File: src/rtl/bbox_msg_reader_pkg.sv
// Shared constants and state encodings for the red-bounding-box message reader.
// Holds slave register map, flush command word, RBB header, field slices, FSM enums.
package bbox_msg_reader_pkg;

    localparam logic [2:0] ADDR_STATUS = 3'd0;
    localparam logic [2:0] ADDR_MSG    = 3'd1;
    localparam logic [2:0] ADDR_ID     = 3'd2;
    localparam logic [2:0] ADDR_BBCOL  = 3'd3;

    localparam int          FLUSH_BIT  = 4;
    localparam logic [31:0] FLUSH_WORD = 32'h1 << FLUSH_BIT;

    localparam logic [31:0] MSG_ID_RBB = 32'h0052_4242;

    // Status word: buffered word count
    localparam int WORDS_LSB = 8;
    localparam int WORDS_MSB = 15;

    // Coordinate word: {5'b0, x[10:0], 5'b0, y[10:0]}
    localparam int X_LSB    = 16;
    localparam int X_MSB    = 26;
    localparam int Y_LSB    = 0;
    localparam int Y_MSB    = 10;
    localparam int PADH_LSB = 27;
    localparam int PADH_MSB = 31;
    localparam int PADL_LSB = 11;
    localparam int PADL_MSB = 15;

    typedef enum logic [3:0] {
        S_IDLE,
        S_RD_STAT,
        S_WT_STAT,
        S_RD_ID,
        S_WT_ID,
        S_RD_TL,
        S_WT_TL,
        S_RD_BR,
        S_WT_BR,
        S_PUBLISH,
        S_FLUSH,
        S_GAP
    } state_t;

    typedef enum logic [1:0] {
        E_IDLE,
        E_WAIT,
        E_WGAP
    } eng_state_t;

    function automatic logic coord_pad_ok(input logic [31:0] w);
        return (w[PADH_MSB:PADH_LSB] == '0) && (w[PADL_MSB:PADL_LSB] == '0);
    endfunction

endpackage

File: src/rtl/bbox_msg_reader_mm_read_engine.sv
// Single-access bus sequencer: one-cycle read/write strobes, fixed-latency read return.
// Ports: i_rd_req/i_wr_req/i_addr/i_wdata request side; o_ready/o_done/o_rdata; m_* bus side.
module mm_read_engine
    import bbox_msg_reader_pkg::*;
#(
    parameter int READ_LATENCY = 1
) (
    input  logic        clk,
    input  logic        reset,
    input  logic        i_rd_req,
    input  logic        i_wr_req,
    input  logic [2:0]  i_addr,
    input  logic [31:0] i_wdata,
    output logic        o_ready,
    output logic        o_done,
    output logic [31:0] o_rdata,
    output logic        o_m_chipselect,
    output logic        o_m_read,
    output logic        o_m_write,
    output logic [2:0]  o_m_address,
    output logic [31:0] o_m_writedata,
    input  logic [31:0] i_m_readdata
);

    localparam int         LW       = (READ_LATENCY > 1) ? $clog2(READ_LATENCY) : 1;
    localparam logic [LW-1:0] LAT_LAST = LW'(READ_LATENCY - 1);

    eng_state_t      r_state;
    eng_state_t      w_next;
    logic [LW-1:0]   r_lat;

    assign o_rdata = i_m_readdata;

    always_ff @(posedge clk or posedge reset) begin
        if (reset) begin
            r_state <= E_IDLE;
        end else begin
            r_state <= w_next;
        end
    end

    always_ff @(posedge clk or posedge reset) begin
        if (reset) begin
            r_lat <= '0;
        end else if (r_state == E_WAIT) begin
            r_lat <= r_lat + LW'(1);
        end else begin
            r_lat <= '0;
        end
    end

    // The strobe is issued from E_IDLE only and is always followed by
    // E_WAIT or E_WGAP, so two strobes can never be adjacent.
    always_comb begin
        w_next         = r_state;
        o_ready        = 1'b0;
        o_done         = 1'b0;
        o_m_chipselect = 1'b0;
        o_m_read       = 1'b0;
        o_m_write      = 1'b0;
        o_m_address    = 3'd0;
        o_m_writedata  = 32'd0;
        unique case (r_state)
            E_IDLE: begin
                o_ready = 1'b1;
                if (i_rd_req) begin
                    o_m_chipselect = 1'b1;
                    o_m_read       = 1'b1;
                    o_m_address    = i_addr;
                    w_next         = E_WAIT;
                end else if (i_wr_req) begin
                    o_m_chipselect = 1'b1;
                    o_m_write      = 1'b1;
                    o_m_address    = i_addr;
                    o_m_writedata  = i_wdata;
                    w_next         = E_WGAP;
                end
            end
            E_WAIT: begin
                if (r_lat == LAT_LAST) begin
                    o_done = 1'b1;
                    w_next = E_IDLE;
                end
            end
            E_WGAP: begin
                w_next = E_IDLE;
            end
            default: begin
                w_next = E_IDLE;
            end
        endcase
    end

endmodule

File: src/rtl/bbox_msg_reader.sv
// Drains RBB messages from the image-processor FIFO and publishes decoded boxes.
// Ports: clk/reset/enable; m_* slave bus; bb_* decoded box + valid pulse; msg/err counters.
module bbox_msg_reader
    import bbox_msg_reader_pkg::*;
#(
    parameter int          POLL_GAP     = 16,
    parameter int          READ_LATENCY = 1,
    parameter logic [31:0] MSG_ID       = MSG_ID_RBB,
    parameter int          IMAGE_W      = 640
) (
    input  logic        clk,
    input  logic        reset,
    input  logic        enable,
    output logic        m_chipselect,
    output logic        m_read,
    output logic        m_write,
    output logic [2:0]  m_address,
    output logic [31:0] m_writedata,
    input  logic [31:0] m_readdata,
    output logic        bb_valid,
    output logic [10:0] bb_left,
    output logic [10:0] bb_top,
    output logic [10:0] bb_right,
    output logic [10:0] bb_bottom,
    output logic        bb_empty,
    output logic [15:0] msg_count,
    output logic [7:0]  err_count
);

    localparam int          GW       = $clog2(POLL_GAP + 1);
    // GAP plus the following IDLE cycle give POLL_GAP bus-idle cycles.
    localparam logic [GW-1:0] GAP_LAST = GW'(POLL_GAP - 2);
    localparam logic [10:0] X_MAX    = 11'(IMAGE_W - 1);

    state_t         r_state;
    state_t         w_next;
    logic [GW-1:0]  r_gap_cnt;

    logic           w_rd_req;
    logic           w_wr_req;
    logic [2:0]     w_addr;
    logic [31:0]    w_wdata;
    logic           w_eng_ready;
    logic           w_eng_done;
    logic [31:0]    w_eng_rdata;

    logic [7:0]     w_words;
    logic [10:0]    w_x;
    logic [10:0]    w_y;
    logic           w_coord_ok;

    logic [10:0]    r_tl_x;
    logic [10:0]    r_tl_y;
    logic [10:0]    r_br_x;
    logic [10:0]    r_br_y;

    logic           r_bb_valid;
    logic [10:0]    r_bb_left;
    logic [10:0]    r_bb_top;
    logic [10:0]    r_bb_right;
    logic [10:0]    r_bb_bottom;
    logic           r_bb_empty;
    logic [15:0]    r_msg_count;
    logic [7:0]     r_err_count;

    assign bb_valid  = r_bb_valid;
    assign bb_left   = r_bb_left;
    assign bb_top    = r_bb_top;
    assign bb_right  = r_bb_right;
    assign bb_bottom = r_bb_bottom;
    assign bb_empty  = r_bb_empty;
    assign msg_count = r_msg_count;
    assign err_count = r_err_count;

    mm_read_engine #(
        .READ_LATENCY (READ_LATENCY)
    ) u_eng (
        .clk            (clk),
        .reset          (reset),
        .i_rd_req       (w_rd_req),
        .i_wr_req       (w_wr_req),
        .i_addr         (w_addr),
        .i_wdata        (w_wdata),
        .o_ready        (w_eng_ready),
        .o_done         (w_eng_done),
        .o_rdata        (w_eng_rdata),
        .o_m_chipselect (m_chipselect),
        .o_m_read       (m_read),
        .o_m_write      (m_write),
        .o_m_address    (m_address),
        .o_m_writedata  (m_writedata),
        .i_m_readdata   (m_readdata)
    );

    assign w_words    = w_eng_rdata[WORDS_MSB:WORDS_LSB];
    assign w_x        = w_eng_rdata[X_MSB:X_LSB];
    assign w_y        = w_eng_rdata[Y_MSB:Y_LSB];
    assign w_coord_ok = coord_pad_ok(w_eng_rdata) && (w_x <= X_MAX);

    always_ff @(posedge clk or posedge reset) begin
        if (reset) begin
            r_state <= S_IDLE;
        end else begin
            r_state <= w_next;
        end
    end

    always_comb begin
        w_next   = r_state;
        w_rd_req = 1'b0;
        w_wr_req = 1'b0;
        w_addr   = ADDR_STATUS;
        w_wdata  = 32'd0;
        unique case (r_state)
            S_IDLE: begin
                if (enable) w_next = S_RD_STAT;
            end
            S_RD_STAT: begin
                w_rd_req = 1'b1;
                w_addr   = ADDR_STATUS;
                if (w_eng_ready) w_next = S_WT_STAT;
            end
            S_WT_STAT: begin
                if (w_eng_done) begin
                    w_next = (w_words >= 8'd3) ? S_RD_ID : S_GAP;
                end
            end
            S_RD_ID: begin
                w_rd_req = 1'b1;
                w_addr   = ADDR_MSG;
                if (w_eng_ready) w_next = S_WT_ID;
            end
            S_WT_ID: begin
                if (w_eng_done) begin
                    w_next = (w_eng_rdata == MSG_ID) ? S_RD_TL : S_FLUSH;
                end
            end
            S_RD_TL: begin
                w_rd_req = 1'b1;
                w_addr   = ADDR_MSG;
                if (w_eng_ready) w_next = S_WT_TL;
            end
            S_WT_TL: begin
                if (w_eng_done) begin
                    w_next = w_coord_ok ? S_RD_BR : S_FLUSH;
                end
            end
            S_RD_BR: begin
                w_rd_req = 1'b1;
                w_addr   = ADDR_MSG;
                if (w_eng_ready) w_next = S_WT_BR;
            end
            S_WT_BR: begin
                if (w_eng_done) begin
                    w_next = w_coord_ok ? S_PUBLISH : S_FLUSH;
                end
            end
            S_PUBLISH: begin
                w_next = S_IDLE;
            end
            S_FLUSH: begin
                w_wr_req = 1'b1;
                w_addr   = ADDR_STATUS;
                w_wdata  = FLUSH_WORD;
                if (w_eng_ready) w_next = S_GAP;
            end
            S_GAP: begin
                if (r_gap_cnt == GAP_LAST) w_next = S_IDLE;
            end
            default: begin
                w_next = S_IDLE;
            end
        endcase
    end

    always_ff @(posedge clk or posedge reset) begin
        if (reset) begin
            r_gap_cnt   <= '0;
            r_tl_x      <= '0;
            r_tl_y      <= '0;
            r_br_x      <= '0;
            r_br_y      <= '0;
            r_bb_valid  <= 1'b0;
            r_bb_left   <= '0;
            r_bb_top    <= '0;
            r_bb_right  <= '0;
            r_bb_bottom <= '0;
            r_bb_empty  <= 1'b0;
            r_msg_count <= '0;
            r_err_count <= '0;
        end else begin
            r_bb_valid <= 1'b0;

            if (r_state == S_GAP) begin
                r_gap_cnt <= r_gap_cnt + GW'(1);
            end else begin
                r_gap_cnt <= '0;
            end

            if (r_state == S_WT_TL && w_eng_done) begin
                r_tl_x <= w_x;
                r_tl_y <= w_y;
            end

            if (r_state == S_WT_BR && w_eng_done) begin
                r_br_x <= w_x;
                r_br_y <= w_y;
            end

            if (r_state == S_PUBLISH) begin
                r_bb_valid  <= 1'b1;
                r_bb_left   <= r_tl_x;
                r_bb_top    <= r_tl_y;
                r_bb_right  <= r_br_x;
                r_bb_bottom <= r_br_y;
                r_bb_empty  <= (r_tl_x > r_br_x);
                if (r_msg_count != '1) begin
                    r_msg_count <= r_msg_count + 16'd1;
                end
            end

            if (r_state == S_FLUSH && w_eng_ready && r_err_count != '1) begin
                r_err_count <= r_err_count + 8'd1;
            end
        end
    end

endmodule

File: config.mk
export PLATFORM = sky130hd
export DESIGN_NAME = bbox_msg_reader
export DESIGN_NICKNAME = d
export VERILOG_FILES = /design/src/rtl/bbox_msg_reader_pkg.sv /design/src/rtl/bbox_msg_reader_mm_read_engine.sv /design/src/rtl/bbox_msg_reader.sv
export SDC_FILE = /design/constraint.sdc
export NUM_CORES = 1
export LEC_CHECK = 0
export BUFFER_PORTS_ARGS = -buffer_cell sky130_fd_sc_hd__buf_2
export CORE_MARGIN = 2
export CORE_UTILIZATION = 49
export DETAILED_ROUTE_END_ITERATION = 12
export PLACE_DENSITY = 0.81
export SYNTH_ARGS = -nofsm -noshare
export SYNTH_HDL_FRONTEND = slang
export SYNTH_HIERARCHICAL = 1
export SYNTH_SLANG_ARGS = --single-unit
File: constraint.sdc
create_clock -name clk -period 3.9 [get_ports clk]
set_clock_uncertainty 0.15 [all_clocks]
set_input_delay 0.195 -clock clk [delete_from_list [all_inputs] [get_ports clk]]
set_output_delay 0.195 -clock clk [all_outputs]
set_load 0.005 [all_outputs]
==> results of run 1 <==
==> critical path, stage by stage, from the launching register on <==
cell and delay [ns]:
dfrtp_1 0.67, and4bb_2 0.37, nor4b_4 0.78, and2_1 0.22
buf_2 0.11
==> logic make-up (layout without fill, tap and decap cells) <==
| kind of cell | after synthesis | after routing | synth area share, % |
|---|---|---|---|
| other | 1 | 34 | 0.0612 |
| buffers and inverters | 70 | 189 | 6.84 |
| adder cells (fa/ha/maj) | 15 | 15 | 3.06 |
| flip-flops | 126 | 126 | 51.5 |
| AND/OR/NAND/NOR | 131 | 131 | 13.4 |
| XOR/XNOR | 24 | 24 | 3.43 |
| AO/OA/AOI/OAI | 44 | 44 | 5.23 |
| multiplexers | 90 | 90 | 16.5 |
==> state kept, by name, indices dropped and copies added (netlist names) <==
register and count:
r_br_x 11, bb_valid 1, r_gap_cnt 5, u_eng/r_state 2, bb_left 11, bb_empty 1, msg_count 16, u_eng/r_lat 1
err_count 8, bb_top 11, bb_right 11, r_br_y 11, r_state 4, r_tl_y 11, bb_bottom 11, r_tl_x 11
==> area by class of cell <==
| class | count | area (µm²) |
|---|---|---|
| antenna | 1 | 2.50 |
| clock buffer | 23 | 478 |
| clock inverter | 9 | 108 |
| fill | 958 | 4570 |
| inverter | 19 | 73.8 |
| multi-input combinational | 337 | 2700 |
| sequential | 126 | 3150 |
| tap | 168 | 210 |
| timing repair buffer | 138 | 821 |
==> routing by layer <==
metal | share of wire, % | track usage [%] | vias to the layer above | wire length (µm)
li1 | - | - | 1997 | -
met1 | 42 | 24.6 | 2111 | 5580
met2 | 50 | 35.3 | 142 | 6670
met3 | 6.7 | 6.54 | 19 | 897
met4 | 1.4 | 7.78 | 2 | 186
met5 | 0.097 | 0 | - | 13
==> timing repair <==
action	in CTS	in global routing
resized for setup	0	0
hold buffers	23	0
hold endpoints to repair	115	0
==> how the worst min path moves through the flow <==
stage	endpoint	slack [ns]
final	u_eng/r_state[0]	0.09
after global routing	u_eng/r_state[1]	0.11
after CTS	u_eng/r_state[0]	0.08
after detailed placement	u_eng/r_lat	-0.05
after global placement	u_eng/r_state[0]	-0.05
after floorplan	u_eng/r_lat	-0.20
==> cells in the final DEF, fill, tap and decap left out, types with 4 or more instances in the layout <==
cell	netlist	routed
nand3_1	11	11
xor2_1	11	11
nor4_1	5	5
inv_1	19	18
and2_2	12	12
and2_1	23	23
buf_4	32	6
clkbuf_16	0	17
xnor2_1	13	13
conb_1	1	33
ha_1	15	15
dfrtp_1	126	126
nor2_1	18	18
a21oi_1	14	14
mux2_2	89	89
nor3_1	6	6
buf_2	11	109
nand2_1	14	14
o21ai_0	5	5
o21a_1	4	4
and3_1	5	5
nand4_1	12	12
dlygate4sd3_1	0	23
==> metrics by stage <==
step                      total power [mW]  cells  hold WS, ns  setup WS [ns]
after floorplan                       3.31    533       -0.201          0.284
after global placement                3.79    765      -0.0549           1.42
after detailed placement              3.89    765      -0.0499           1.35
after CTS                             5.51    820       0.0781          0.930
after global routing                  5.81    821        0.107          0.722
final                                 5.48    821       0.0895          0.993
==> report_power, final <==
group / leakage [nW] / total [mW] / internal [mW] / switching, mW
Clock: 0.284 / 1.55 / 0.992 / 0.560
Combinational: 1.83 / 1.67 / 0.920 / 0.752
Sequential: 1.61 / 2.25 / 1.83 / 0.419
Total: 3.72 / 5.48 / 3.75 / 1.73
==> out/metrics.yaml, run 1 <==
synth.cell_area_um2: 6130
cp-end-kind: "primary output"
setup_violations: 0
drt_first_pass_iters: 4
routed_wl_um: 13300
fin_nets: 689
crit_fanout: 33
worstMarginPinSlew_ns: 0.934
first_iter_violations: 225
die-width_um: 116
root_buffer: "clkbuf_16"
clock-sinks: 126
clk_path_buf_depth: 2
p_leak_nw: 3.72
ys_warn_count: 6
critPathLaunch: "r_state[1]"
start_util_pct: 50.6
grt_use_total_pct: 20.7
cp-start-kind: "flip-flop"
grt_pass1_vias: 4243
clk_pin_slew_ns: 0.05
finalInstanceArea_um2: 7540
gp_congestion: 0.812
die-area_um2: 13400
die_h_um: 116
cp.required_ns: 3.56
core_area_um2: 12100
ir_drop_uv: 478
yosys.area.top_type: "dfrtp_1"
synth_edf_count: 0
slew_viol_final: 0
r2r-end: "msg_count[1]"
crit_type: "flip-flop to primary output"
status: "finished, final reports clean"
ios: 143
drive_gt1_share_pct: 39.1
rows: 40
post-route-min-period_ns: 2.91
synth_cell_type_count: 56
synth-seq-cells: 126
setup_tns_ns: 0
post_drt_wl_per_cell_um: 16.2
clk_latency_ns: 0.41
vias: 4271
grt_max_degree: 71
maxSlewHeadroom_pct: 37.5
syn_to_final_growth_pct: 23.1
grt_overflow_total: 0
rsz0062_at_grt: "no"
dp_hpwl_um: 9020
utilization_pct: 62.3
drc: 0
hp-class: "input port to asynchronous set/reset pin"
worstSetupEndpoint: "m_writedata[4]"
r2r_cells: 4
avgSynthCellArea_um2: 12.2
synth_common_cells: "dfrtp_1 (126), mux2_2 (89), buf_4 (32), and2_1 (23), inv_1 (19)"
power_density_nw_per_um2: 726
post_dp_cell_area_um2: 6720
routed_via_density: 5.20
cts_buffers: 17
synth_top_area_share_pct: 51.5
cts_tree: "yes"
period_share_pct: 74.5
regToRegSetupSlack_ns: 1.30
hold_viol_final: 0
max_clock_freq_mhz: 344
synth_most_common_cell: "dfrtp_1"
rr_startpoint: "r_state[3]"
synth_cells: 501
ys_seq_area_share_pct: 51.5
async_flop_share_pct: 100
drtAntennaViolNets: 0
antenna_found_initial: 3
ys_top_cells_by_area: "dfrtp_1 (51%), mux2_2 (16%), buf_4 (3.9%), ha_1 (3.1%), and2_1 (2.3%)"
ys.flop_type: "dfrtp_1"
maxCapViolCount: 0
cp_data_arrival_time_ns: 2.56
cts_setup_buffers: 0
htree_levels: 4
grt_pass1_wl_um: 21200
port-buffer-count: 109
No activity file was read; power rests on OpenSTA's default activity.
==> run 2, diff against run 1 <==
--- a/config.mk
+++ b/config.mk
@@ -7,9 +7,9 @@
 export LEC_CHECK = 0
 export BUFFER_PORTS_ARGS = -buffer_cell sky130_fd_sc_hd__buf_2
 export CORE_MARGIN = 2
-export CORE_UTILIZATION = 49
+export CORE_UTILIZATION = 50
 export DETAILED_ROUTE_END_ITERATION = 12
-export PLACE_DENSITY = 0.81
+export PLACE_DENSITY = 0.79
 export SYNTH_ARGS = -nofsm -noshare
 export SYNTH_HDL_FRONTEND = slang
 export SYNTH_HIERARCHICAL = 1
==> constraint.sdc (replaced) <==
create_clock -name clk -period 2.86 [get_ports clk]
set_clock_uncertainty 0.15 [all_clocks]
set_input_delay 0.143 -clock clk [delete_from_list [all_inputs] [get_ports clk]]
set_output_delay 0.143 -clock clk [all_outputs]
set_load 0.005 [all_outputs]
==> run 2 against run 1 <==
  * Clock-buffer cell count is 3 lower
  * Sequential share of layout area shrank 0.12 points
  * Combinational power increased by 36%
  * Hold slack worse by 0.071 ns
  * Worst setup slack got worse by 0.79 ns
  * Wire length decreased by 6.2%
  * Core utilization rose by 0.70 points
  * Critical path depth is the same
  * Register-to-register slack lost 0.83 ns
  * Via count down 2.2%
  * Clock power up 37%
  * Largest cell class unchanged
  * Total power up 36%
==> out/metrics.yaml, run 2 (synthesized netlist as in run 1, its figures left out) <==
core_area_um2: 12000  # -0.83%
max_clock_freq_mhz: 377
dp_hpwl_um: 8540  # -5.3%
slew_viol_final: 0  # unchanged
period_share_pct: 92.8
gp_congestion: 0.815  # +0.36%
routed_via_density: 5.20  # about the same
rsz0062_at_grt: "no"
met3_usage_pct: 8.21  # +1.7 points
r2r_cells: 3  # -1
fin_nets: 689  # unchanged
grt_busiest_layer: "met2"
post_dp_cell_area_um2: 6720  # -0.11%
syn_to_final_growth_pct: 23.4
cp-end-kind: "primary output"
cts_resized: 0  # unchanged
cts_buffers: 17  # unchanged
drive_gt1_share_pct: 39.4  # +0.31 points
clockPowerShare_pct: 28.5  # +0.2 points
start_util_pct: 51.0  # +0.42 points
met2_usage_pct: 32.0  # -3.3 points
most-common-layout-cells: "dfrtp_1 (126), buf_2 (109), mux2_2 (89)"
layout_commonest_cell: "dfrtp_1"
p_seq_share_pct: 41.0  # about the same
clk_path_buf_depth: 2  # unchanged
crit_type: "flip-flop to primary output"
dpl.cell_count: 743  # -2.9%
drtAntennaViolNets: 0  # unchanged
hold_viol_final: 0  # unchanged
grt_overflow_total: 0  # unchanged
hp-class: "input port to asynchronous set/reset pin"
routed_wl_um: 12500  # -6.2%
cp-start-kind: "flip-flop"
regToRegSetupSlack_ns: 0.47  # -0.83 ns
root_buffer: "clkbuf_16"
grt_max_degree: 124  # +75%
cts_tree: "yes"
port-buffer-count: 109  # unchanged
clk_latency_ns: 0.42  # about the same
post_drt_wl_per_cell_um: 15.6  # -4.1%
setup_tns_ns: 0  # unchanged
grt_use_total_pct: 20.2  # -0.44 points
rr_startpoint: "r_state[3]"
drt_first_pass_iters: 6  # +2
clk_pin_slew_ns: 0.06  # about the same
ir_drop_uv: 597  # +25%
p_sw_mw: 2.35  # +35%
worstMarginPinSlew_ns: 0.813  # -0.122 ns
vias: 4178  # -2.2%
setup_violations: 0  # unchanged
first_iter_violations: 321  # +43%
use_met1_pct: 25.2  # +0.66 points
drc: 0  # unchanged
die-area_um2: 13200  # -1.9%
ios: 143  # unchanged
htree_levels: 4  # unchanged
netSwitchingFraction_pct: 31.5  # -0.11 points
share_comb_of_total_power_pct: 30.5  # about the same
grt_pass1_wl_um: 20700  # -2.3%
post-route-min-period_ns: 2.65
die_h_um: 115  # -0.97%
status: "finished, final reports clean"
largest_reg_flops: 16  # unchanged
final_cells: 803  # -2.2%
p_leak_nw: 3.73  # +0.19%
cp_data_arrival_time_ns: 2.36  # -0.20 ns
power_density_nw_per_um2: 984  # +35%
grt_pass1_vias: 4220  # -0.54%
cp.required_ns: 2.57  # -0.99 ns
r2r-end: "msg_count[1]"
antenna_found_initial: 4  # +1
maxSlewHeadroom_pct: 45.7  # +8.2 points
maxCapViolCount: 0  # unchanged
internal-power_mw: 5.10  # +36%
clock-sinks: 126  # unchanged
crit_fanout: 17  # -48%
die-width_um: 115  # -0.97%
finalInstanceArea_um2: 7560  # +0.28%
rows: 40  # unchanged
## run 2: per-layer routing
metal	vias to the layer above	wire [µm]
met1	2004	5370
met3	25	1000
met2	145	5930
met5	-	24
li1	2000	-
met4	4	193
## run 2: worst max path at each step
stage	slack [ns]	endpoint	startpoint
5_1_grt	0.02	m_writedata[4]	r_state[1]
6_report	0.21	m_writedata[4]	r_state[1]
2_1_floorplan	0.80	r_tl_x[1]	u_eng/r_state[0]
4_1_cts	0.18	m_writedata[4]	r_state[1]
3_3_place_gp	0.55	m_writedata[4]	r_state[1]
3_5_place_dp	0.39	m_writedata[4]	r_state[1]
## run 2: what timing repair did
| action | in CTS | in global routing |
|---|---|---|
| buffers inserted | 0 | 0 |
| setup endpoints to repair | 1 | 0 |
| hold buffers | 23 | 0 |
| hold endpoints to repair | 170 | 0 |
## run 2: power groups by stage
| stage | sequential [mW] | clock (mW) | combinational (mW) |
|---|---|---|---|
| final | 3.05 | 2.12 | 2.27 |
| after detailed placement | 3.07 | 0 | 2.24 |
| after global placement | 3.02 | 0 | 2.16 |
| after CTS | 3.06 | 2.16 | 2.29 |
| after global routing | 3.17 | 2.23 | 2.55 |
| after floorplan | 2.91 | 0 | 1.60 |
## run 2: area by class of cell
cell class	count	area, µm²
diodes	4	10.0
repair buffers	137	838
flip-flops and latches	126	3150
well taps	147	184
inverters	19	75.1
clock inverters	12	135
multi-input cells	338	2710
clock buffers	20	457
fillers	932	4450
## run 2: through the flow
stage	total power, mW	utilization [%]	setup slack [ns]	hold WS, ns
2_1_floorplan	4.51	-	0.805	-0.253
3_3_place_gp	5.18	55.9	0.545	-0.110
3_5_place_dp	5.32	55.9	0.395	-0.105
4_1_cts	7.51	62.9	0.185	0.0153
5_1_grt	7.95	62.9	0.0179	0.0190
6_report	7.44	63.0	0.206	0.0185
## run 2: worst max-delay path: stages (launching register included)
cell and delay (ns):
dfrtp_1 0.68, and4bb_2 0.40, nor4b_4 0.54, and2_1 0.21, buf_2 0.11
